==> src/rtl/alu_acc_sequencer.sv <==
// alu_acc_sequencer: command-driven accumulator stage feeding an external ALU, with repeat and result handshake
module alu_acc_sequencer #(
    parameter int WIDTH = 8,
    parameter int REP_W = 4
) (
    input  logic             clk,
    input  logic             rst,
    input  logic             cmd_valid,
    output logic             cmd_ready,
    input  logic             cmd_load,
    input  logic [2:0]       cmd_oper,
    input  logic [WIDTH-1:0] cmd_operand,
    input  logic             cmd_use_cy,
    input  logic [REP_W-1:0] cmd_repeat,
    output logic [WIDTH-1:0] alu_a,
    output logic [WIDTH-1:0] alu_b,
    output logic [2:0]       alu_oper,
    output logic             alu_c_in,
    input  logic [WIDTH-1:0] alu_sum,
    input  logic             alu_c_out,
    output logic             res_valid,
    input  logic             res_ready,
    output logic [WIDTH-1:0] res_data,
    output logic             res_carry,
    output logic             res_zero
);
    typedef enum logic [1:0] {IDLE, EXEC, DONE} state_t;

    state_t             state_q, state_d;
    logic [WIDTH-1:0]   acc_q, acc_d;
    logic               carry_q, carry_d;
    logic [REP_W-1:0]   count_q, count_d;
    logic [2:0]         oper_q, oper_d;
    logic [WIDTH-1:0]   operand_q, operand_d;
    logic               use_cy_q, use_cy_d;
    logic               load_q, load_d;

    assign cmd_ready = (state_q == IDLE);
    assign res_valid = (state_q == DONE);
    assign alu_a     = acc_q;
    assign alu_b     = operand_q;
    assign alu_oper  = oper_q;
    assign alu_c_in  = use_cy_q & carry_q;
    assign res_data  = acc_q;
    assign res_carry = carry_q;
    assign res_zero  = (acc_q == '0);

    // state and datapath registers; reset aborts any command in flight
    always_ff @(posedge clk or posedge rst) begin
        if (rst) begin
            state_q   <= IDLE;
            acc_q     <= '0;
            carry_q   <= 1'b0;
            count_q   <= '0;
            oper_q    <= '0;
            operand_q <= '0;
            use_cy_q  <= 1'b0;
            load_q    <= 1'b0;
        end else begin
            state_q   <= state_d;
            acc_q     <= acc_d;
            carry_q   <= carry_d;
            count_q   <= count_d;
            oper_q    <= oper_d;
            operand_q <= operand_d;
            use_cy_q  <= use_cy_d;
            load_q    <= load_d;
        end
    end

    // next-state: latch command in IDLE, iterate ALU in EXEC, hold result in DONE
    always_comb begin
        state_d   = state_q;
        acc_d     = acc_q;
        carry_d   = carry_q;
        count_d   = count_q;
        oper_d    = oper_q;
        operand_d = operand_q;
        use_cy_d  = use_cy_q;
        load_d    = load_q;
        case (state_q)
            IDLE: begin
                if (cmd_valid) begin
                    oper_d    = cmd_oper;
                    operand_d = cmd_operand;
                    use_cy_d  = cmd_use_cy;
                    load_d    = cmd_load;
                    count_d   = cmd_repeat;
                    state_d   = EXEC;
                end
            end
            EXEC: begin
                acc_d   = load_q ? operand_q : alu_sum;
                carry_d = load_q ? 1'b0 : alu_c_out;
                if (load_q || count_q == '0) begin
                    count_d = '0;
                    state_d = DONE;
                end else begin
                    count_d = count_q - REP_W'(1);
                end
            end
            DONE: begin
                if (res_ready) state_d = IDLE;
            end
            default: state_d = IDLE;
        endcase
    end
endmodule
==> config.mk <==
export PLATFORM = sky130hd
export DESIGN_NAME = alu_acc_sequencer
export DESIGN_NICKNAME = d
export VERILOG_FILES = /design/src/rtl/alu_acc_sequencer.sv
export SDC_FILE = /design/constraint.sdc
export NUM_CORES = 1
export LEC_CHECK = 0
export ABC_CLOCK_PERIOD_IN_PS = 3800
export BUFFER_PORTS_ARGS = -buffer_cell sky130_fd_sc_hd__buf_2
export CORE_AREA = 2 2 99 63
export DETAILED_ROUTE_END_ITERATION = 12
export DIE_AREA = 0 0 101 65
export RECOVER_POWER = 25
export SLEW_MARGIN = 20
export SYNTH_ARGS = -nofsm -noshare
export SYNTH_HDL_FRONTEND = slang
export SYNTH_SLANG_ARGS = --single-unit
==> constraint.sdc <==
create_clock -name clk -period 3.8 [get_ports clk]
set_clock_uncertainty 0.1 [all_clocks]
set_input_delay 0.57 -clock clk [delete_from_list [all_inputs] [get_ports clk]]
set_output_delay 0.57 -clock clk [all_outputs]
set_load 0.02 [all_outputs]
==> summary.txt, run 1 <==
CTS
  • Worst-path clk slew: 0.09 ns
  • Number of hold buffers added after cts: 0
  • Clk sinks: 28
  • Total CTS buffers: 3
  • Htree depth: 1
  • Worst-Skew Late Latency: 0.27 ns
  • PostCTS Resize Cnt: 0
  • TritonCTS clock tree: yes
  • CTS root buffer: clkbuf_8
  • Clock tree buffer depth: 2
  • Postcts setup bufs: 0

Synth
  • Post-synth EDFFs: 0
  • Top-count cell post-synth: dfrtp_1
  • Synth top area cells: dfrtp_1, mux2_1, mux2i_1
  • Syn_area_per_cell: between 10 and 15 µm²
  • Synth area leader: dfrtp_1
  • Mapped cell area: 1370 µm²
  • Post-synth top cells: dfrtp_1, mux2_1, nand2_1, buf_4, mux2i_1
  • #FFs+latches synth: 28
  • Synth top area share: 0.512
  • Primary FF master, synth: dfrtp_1
  • Cell variety after synth: 33
  • YS warnings: 0
  • Post-synth ARST share: 1.00
  • Sequential share of the synthesized area: 0.512
  • Syn nets: 148
  • Cell count after synthesis: 116

Routing
  • Vias: ~1000
  • DRT iter0 DRCs: 41
  • Wl on met1: 1540 µm
  • Drt wl/cell: 13.0 µm
  • Detail Route met3 WL: 227 µm
  • Top Metal Used: met4
  • TritonRoute pass-1 iters: 4
  • Final WL: 3140 µm
  • Residual DRC: 0
  • Met2 wire len: 1340 µm
  • Via density: around 4.3
  • Final antenna-violating net count: 0

Global route
  • Total track usage: 0.0951
  • Number of global-route vias before repair: 933
  • Largest net degree at the start of global routing: 29
  • Global route overflow: 0
  • Initial antenna violation count: 0
  • First-pass GRT wire length: 4720 µm

Worst setup path
  • Critical Path RT: about 3.1 ns
  • FF-to-FF path depth: 3
  • Worst EP arrival: 1.51 ns
  • Worst path top cell family by delay: simple AND/OR/NAND/NOR gates
  • Crit Path Class: reg -> out
  • Worst Path Buf+Inv: 1
  • CP max stage delay: 0.53 ns
  • Slowest CP cell: or4_1
  • CP Launch Type: register
  • Worst path cell trace: or4_1 > nor2_1 > buf_2
  • Critical path depth in cells: 3
  • CP endpoint kind: output port
  • Worst-path fanout max: 4

Die
  • Num ports: 62
  • Die H: 65 µm
  • Die X-Extent: 101 µm
  • Initial Util: 0.237
  • Row cnt: 22
  • Core area: 5780 µm²
  • Die area: 6570 µm²

Timing
  • Setup TNS: 0 ns
  • RSZ-0062 raised after global routing: no
  • Worst slew pin tran: 1.09 ns
  • Final Hold Fails: 0
  • Fin. max-slew vios: 0
  • Fmax: around 460 MHz
  • Final period util: 0.574
  • Min cycle time layout: 2.18 ns
  • Final Setup Violations: 0
  • Relative slew slack: 0.276
  • Worst-case hold slack: 0.385 ns

Power and ir drop
  • Leakage: 0.872 nW
  • Max IR drop VDD: about 0.00027 V
  • Cell area power density: 913 nW/µm²

Run status
  • Status: completed

Place
  • Post-detail-place hpwl: 2360 µm
  • Final GP Congestion: ~0.77
  • PortBufs: 61
  • Post-DP Area: approximately 1700 µm²

Cells and area
  • Share of post-route cells with drive strength above 1: 0.402
  • Area delta synth->final: 28.3%
  • Ant. Diodes: 0
  • Nets: 202
  • Final Cell Area: 1750 µm²

Hold path
  • Hold Crit Depth: 1
  • Hold crit path type: reg -> reg

Flow run
  • Max cap viols: 0
## layout by cell type, fill, tap and decap left out, types with 2 or more instances in the layout
master / n
dfrtp_1: 28
inv_1: 5
or4_1: 2
nand2_1: 11
mux2i_1: 9
o21ai_1: 8
clkbuf_8: 3
ha_1: 2
nand2b_1: 5
buf_2: 61
nor2_1: 2
mux2_1: 13
## final timing paths
| kind | start | slack (ns) | to |
|---|---|---|---|
| min in group asynchronous | rst | 0.46 | alu_b[4] |
| worst max-delay path | alu_a[2] | 1.62 | res_zero |
| worst min register to register | use_cy_q | 0.39 | use_cy_q |
| worst min-delay path | use_cy_q | 0.39 | use_cy_q |
| worst max register to register | state_q[1] | 1.76 | state_q[1] |
| max in group asynchronous | rst | 2.49 | res_carry |
## cells by family (layout without fill, tap and decap cells)
group	Yosys count	in the layout	share of synthesized area
flops	28	28	0.512
mux	22	22	0.173
fa+ha+maj	2	2	0.0183
buf+inv	18	71	0.0750
simple gates	27	27	0.115
compound gates	19	19	0.106
## registers in the layout, indices dropped and copies added (netlist names)
name,count
res_carry,1
load_q,1
state_q,2
count_q,4
alu_oper,3
use_cy_q,1
alu_a,8
alu_b,8
## where the power goes
group          switching (W)  internal, W  total [W]
Clock              0.0000914     0.000141   0.000232
Combinational       0.000449     0.000310   0.000760
Sequential          0.000165     0.000444   0.000609
## per-layer routing
metal	vias to the layer above	track usage
met5	-	0
met4	0	0.0203
met3	2	0.0313
met2	36	0.143
met1	485	0.134
li1	504	-
## area by class of cell
| type | count | area [µm²] |
|---|---|---|
| Clock buffer | 3 | 41.3 |
| Clock inverter | 1 | 30.0 |
| Fill cell | 628 | 4030 |
| Inverter | 6 | 22.5 |
| Multi-Input combinational cell | 70 | 564 |
| Sequential cell | 28 | 701 |
| Tap cell | 72 | 90.1 |
| Timing Repair Buffer | 61 | 305 |
## stage by stage
step	utilization	total power (W)	worst slack (ns)	cells
2_1_floorplan	-	0.00118	1.84	116
3_3_place_gp	0.291	0.00137	1.74	237
3_5_place_dp	0.291	0.00138	1.73	237
4_1_cts	0.303	0.00162	1.60	241
5_1_grt	0.303	0.00171	1.52	241
6_report	0.303	0.00160	1.62	241
(Power assumes the default switching activity.)
==> run 2, diff against run 1 <==
- ABC_AREA: default -> 1
- ABC_CLOCK_PERIOD_IN_PS: 3800 -> 2300
- CORE_AREA: 2 2 99 63 -> 2 2 100 64
- DIE_AREA: 0 0 101 65 -> 0 0 102 66
- clock period: 3.8 -> 2.3 ns (I/O delays scaled with it)
==> run 2 against run 1 <==
Effect of this change: the run now ends with capacitance limit, slew limit left; cell count rose by 15%; non-clock buffer count grew 2; first-iteration DRC count is 9.8% higher; critical path depth is 1 higher; wire length up 10%; register-to-register slack worse by 0.86 ns; power grew 74%; die area is 2.5% higher; core utilization is 0.51 points higher; largest cell class unchanged; global-route usage rose by 1.1 points; largest power group unchanged.
==> summary.txt, run 2 <==
Run status
  • Status: finished, violations left
  • Failing checks: capacitance limit, slew limit

Synth
  • Syn nets: 171 (+16%)
  • YS warnings: 0 (unchanged)
  • Cell count after synthesis: 139 (+20%)
  • Synth top area share: 0.499 (-0.0132)
  • Post-synth EDFFs: 0 (unchanged)
  • Mapped cell area: 1400 µm² (+2.7%)
  • Top-count cell post-synth: dfrtp_1
  • Primary FF master, synth: dfrtp_1
  • Synth area leader: dfrtp_1
  • Synth top area cells: dfrtp_1, mux2_4, inv_1
  • Syn_area_per_cell: 10.1 µm² (-14%)
  • Sequential share of the synthesized area: 0.499 (-0.0132)
  • #FFs+latches synth: 28 (unchanged)
  • Post-synth top cells: dfrtp_1, inv_1, nand2_1, nor2_1, a21oi_1
  • Cell variety after synth: 29 (-12%)
  • Post-synth ARST share: 1.00 (unchanged)

Global route
  • Largest net degree at the start of global routing: 29 (unchanged)
  • Initial antenna violation count: 0 (unchanged)
  • Met3 GRT Util: 0.0328 (+0.00149)
  • Total track usage: 0.106 (+0.0108)
  • Met1 Usage GRT: 0.162 (+0.0280)
  • Grt peak-use layer: met1
  • GR Util met2: 0.152 (+0.00964)
  • Number of global-route vias before repair: 1055 (+13%)
  • First-pass GRT wire length: 5360 µm (+14%)
  • Global route overflow: 0 (unchanged)

Hold path
  • Hold Crit Depth: 2 (+1)
  • Hold path start: res_ready
  • Hold crit path type: in -> reg
  • Hold Path End: state_q[1]

CTS
  • CTS root buffer: clkbuf_8
  • Clock tree buffer depth: 2 (unchanged)
  • Number of hold buffers added after cts: 0 (unchanged)
  • Total CTS buffers: 3 (unchanged)
  • TritonCTS clock tree: yes
  • Worst-Skew Late Latency: 0.28 ns (about the same)
  • Postcts setup bufs: 0 (unchanged)
  • Htree depth: 1 (unchanged)
  • PostCTS Resize Cnt: 0 (unchanged)
  • Worst-path clk slew: 0.11 ns (+0.02 ns)
  • Clk sinks: 28 (unchanged)

Timing
  • Final Hold Fails: 0 (unchanged)
  • Final Setup Violations: 0 (unchanged)
  • Worst slew pin tran: 1.59 ns (+0.506 ns)
  • Fin. max-slew vios: 29 (+29)
  • Fmax: 584 MHz
  • Final period util: 0.745
  • Relative slew slack: -0.0610 (-0.337)
  • Min cycle time layout: 1.71 ns
  • RSZ-0062 raised after global routing: no
  • Setup TNS: 0 ns (unchanged)

Routing
  • Final WL: 3470 µm (+10%)
  • Residual DRC: 0 (unchanged)
  • Via density: 4.06 (-4.8%)
  • TritonRoute pass-1 iters: 4 (unchanged)
  • Final antenna-violating net count: 0 (unchanged)
  • Vias: 1128 (+9.8%)
  • Drt wl/cell: 12.5 µm (-4.2%)
  • DRT iter0 DRCs: 45 (+9.8%)

Worst setup path
  • Critical Path RT: 1.86 ns (-1.27 ns)
  • CP Launch Type: register
  • FF-to-FF path depth: 5 (+2)
  • R2R setup slack: 0.90 ns (-0.86 ns)
  • Slowest CP cell: dfrtp_1
  • CP max stage delay: 0.41 ns (-0.12 ns)
  • CP endpoint kind: output port
  • Worst path cell trace: inv_1 > nand2_1 > nor4_1 > buf_2
  • Crit Path Class: reg -> out
  • Worst-path fanout max: 3 (-1)
  • Worst reg2reg path endpoint: count_q[3]
  • Worst EP arrival: 1.27 ns (-0.24 ns)
  • Worst r2r src: load_q

Die
  • Row cnt: 22 (unchanged)
  • Num ports: 62 (unchanged)
  • Die X-Extent: 102 µm (+0.99%)
  • Die area: 6730 µm² (+2.5%)
  • Die H: 66 µm (+1.5%)
  • Initial Util: 0.241 (+0.00399)
  • Core area: 5840 µm² (+0.95%)

Flow run
  • Max cap viols: 1 (+1)

Cells and area
  • Fillers: 648 (+3.2%)
  • Most common cell after layout, fill and taps aside: buf_2
  • Area delta synth->final: 28.3% (about the same)
  • Core Util, Final: 0.309 (+0.00507)
  • Nets: 227 (+12%)
  • Share of post-route cells with drive strength above 1: 0.438 (+0.0358)
  • Ant. Diodes: 0 (unchanged)
  • Commonest cells after routing, fill and taps aside: buf_2, dfrtp_1, inv_1, nand2_1, nor2_1
  • Final Cell Area: 1800 µm² (+2.6%)

Power and ir drop
  • Total power: 0.00279 W (+74%)
  • Cell area power density: 1550 nW/µm² (+70%)
  • Leakage: 0.940 nW (+7.8%)
  • Max IR drop VDD: 0.000456 V (+70%)

Place
  • PortBufs: 61 (unchanged)
  • Post-detail-place hpwl: 2610 µm (+11%)
  • Post-DP Area: 1730 µm² (+3.0%)
  • Final GP Congestion: 0.755 (-2.0%)
## run 2: changes by cell type after synthesis, moves of 4 or more
| cell | change |
|---|---|
| a21oi_1 | +9 |
| inv_1 | +12 |
| mux2_1 | -13 |
| mux2_2 | +5 |
| mux2_4 | +7 |
| mux2i_1 | -9 |
| nand2_1 | +6 |
| nand2b_1 | -5 |
| nor2_1 | +9 |
| o21ai_0 | +5 |
| o21ai_1 | -7 |
| o22ai_1 | +4 |
## run 2: power breakdown
part           internal [W]  switching, W  leakage, nW
Clock              0.000233      0.000162       0.0357
Combinational      0.000564      0.000880        0.573
Sequential         0.000741      0.000214        0.331
Total               0.00154       0.00126        0.940
## run 2: area by class of cell
class	count	area, µm²	area share
sequential	28	701	0.389
timing repair buffer	63	317	0.176
inverter	18	70.1	0.0389
multi-input combinational	81	537	0.298
clock buffer	3	41.3	0.0229
clock inverter	1	30.0	0.0167
tap	84	105	0.0584
## run 2: cell families after synthesis
family / after synthesis / share of synthesized area
simple gates: 38 / 0.124
buf+inv: 30 / 0.119
compound gates: 28 / 0.119
flops: 28 / 0.499
mux: 12 / 0.115
fa+ha+maj: 2 / 0.0178
xor+xnor: 1 / 0.00624
## run 2: how the worst max path moves through the flow
stage,startpoint,endpoint,slack [ns],depth (start not counted)
6_report,alu_a[0],res_zero,0.59,4
5_1_grt,rst,state_q[0],0.29,3
4_1_cts,alu_a[0],res_zero,0.57,4
3_5_place_dp,alu_a[0],res_zero,0.90,4
3_3_place_gp,load_q,state_q[1],0.91,6
2_1_floorplan,alu_a[0],res_zero,0.57,3
## run 2: routing by layer
| layer | vias to the layer above | share of wire |
|---|---|---|
| met4 | 0 | 0 |
| met2 | 48 | 0.40 |
| met3 | 0 | 0.069 |
| met1 | 517 | 0.53 |
| li1 | 563 | - |
| met5 | - | 0 |
## run 2: critical path: cells and delay by family, from the launching register on
family / cells / cell delay (ns)
buffers and inverters: 2 / 0.31
flip-flops: 1 / 0.41
AND/OR/NAND/NOR: 2 / 0.28
## run 2: stage by stage
stage | worst slack, ns | hold slack [ns] | instances
2_1_floorplan | 0.570 | 0.310 | 139
3_3_place_gp | 0.910 | 0.339 | 274
3_5_place_dp | 0.898 | 0.343 | 274
4_1_cts | 0.566 | 0.0265 | 278
5_1_grt | 0.287 | 0.104 | 278
6_report | 0.587 | 0.126 | 278
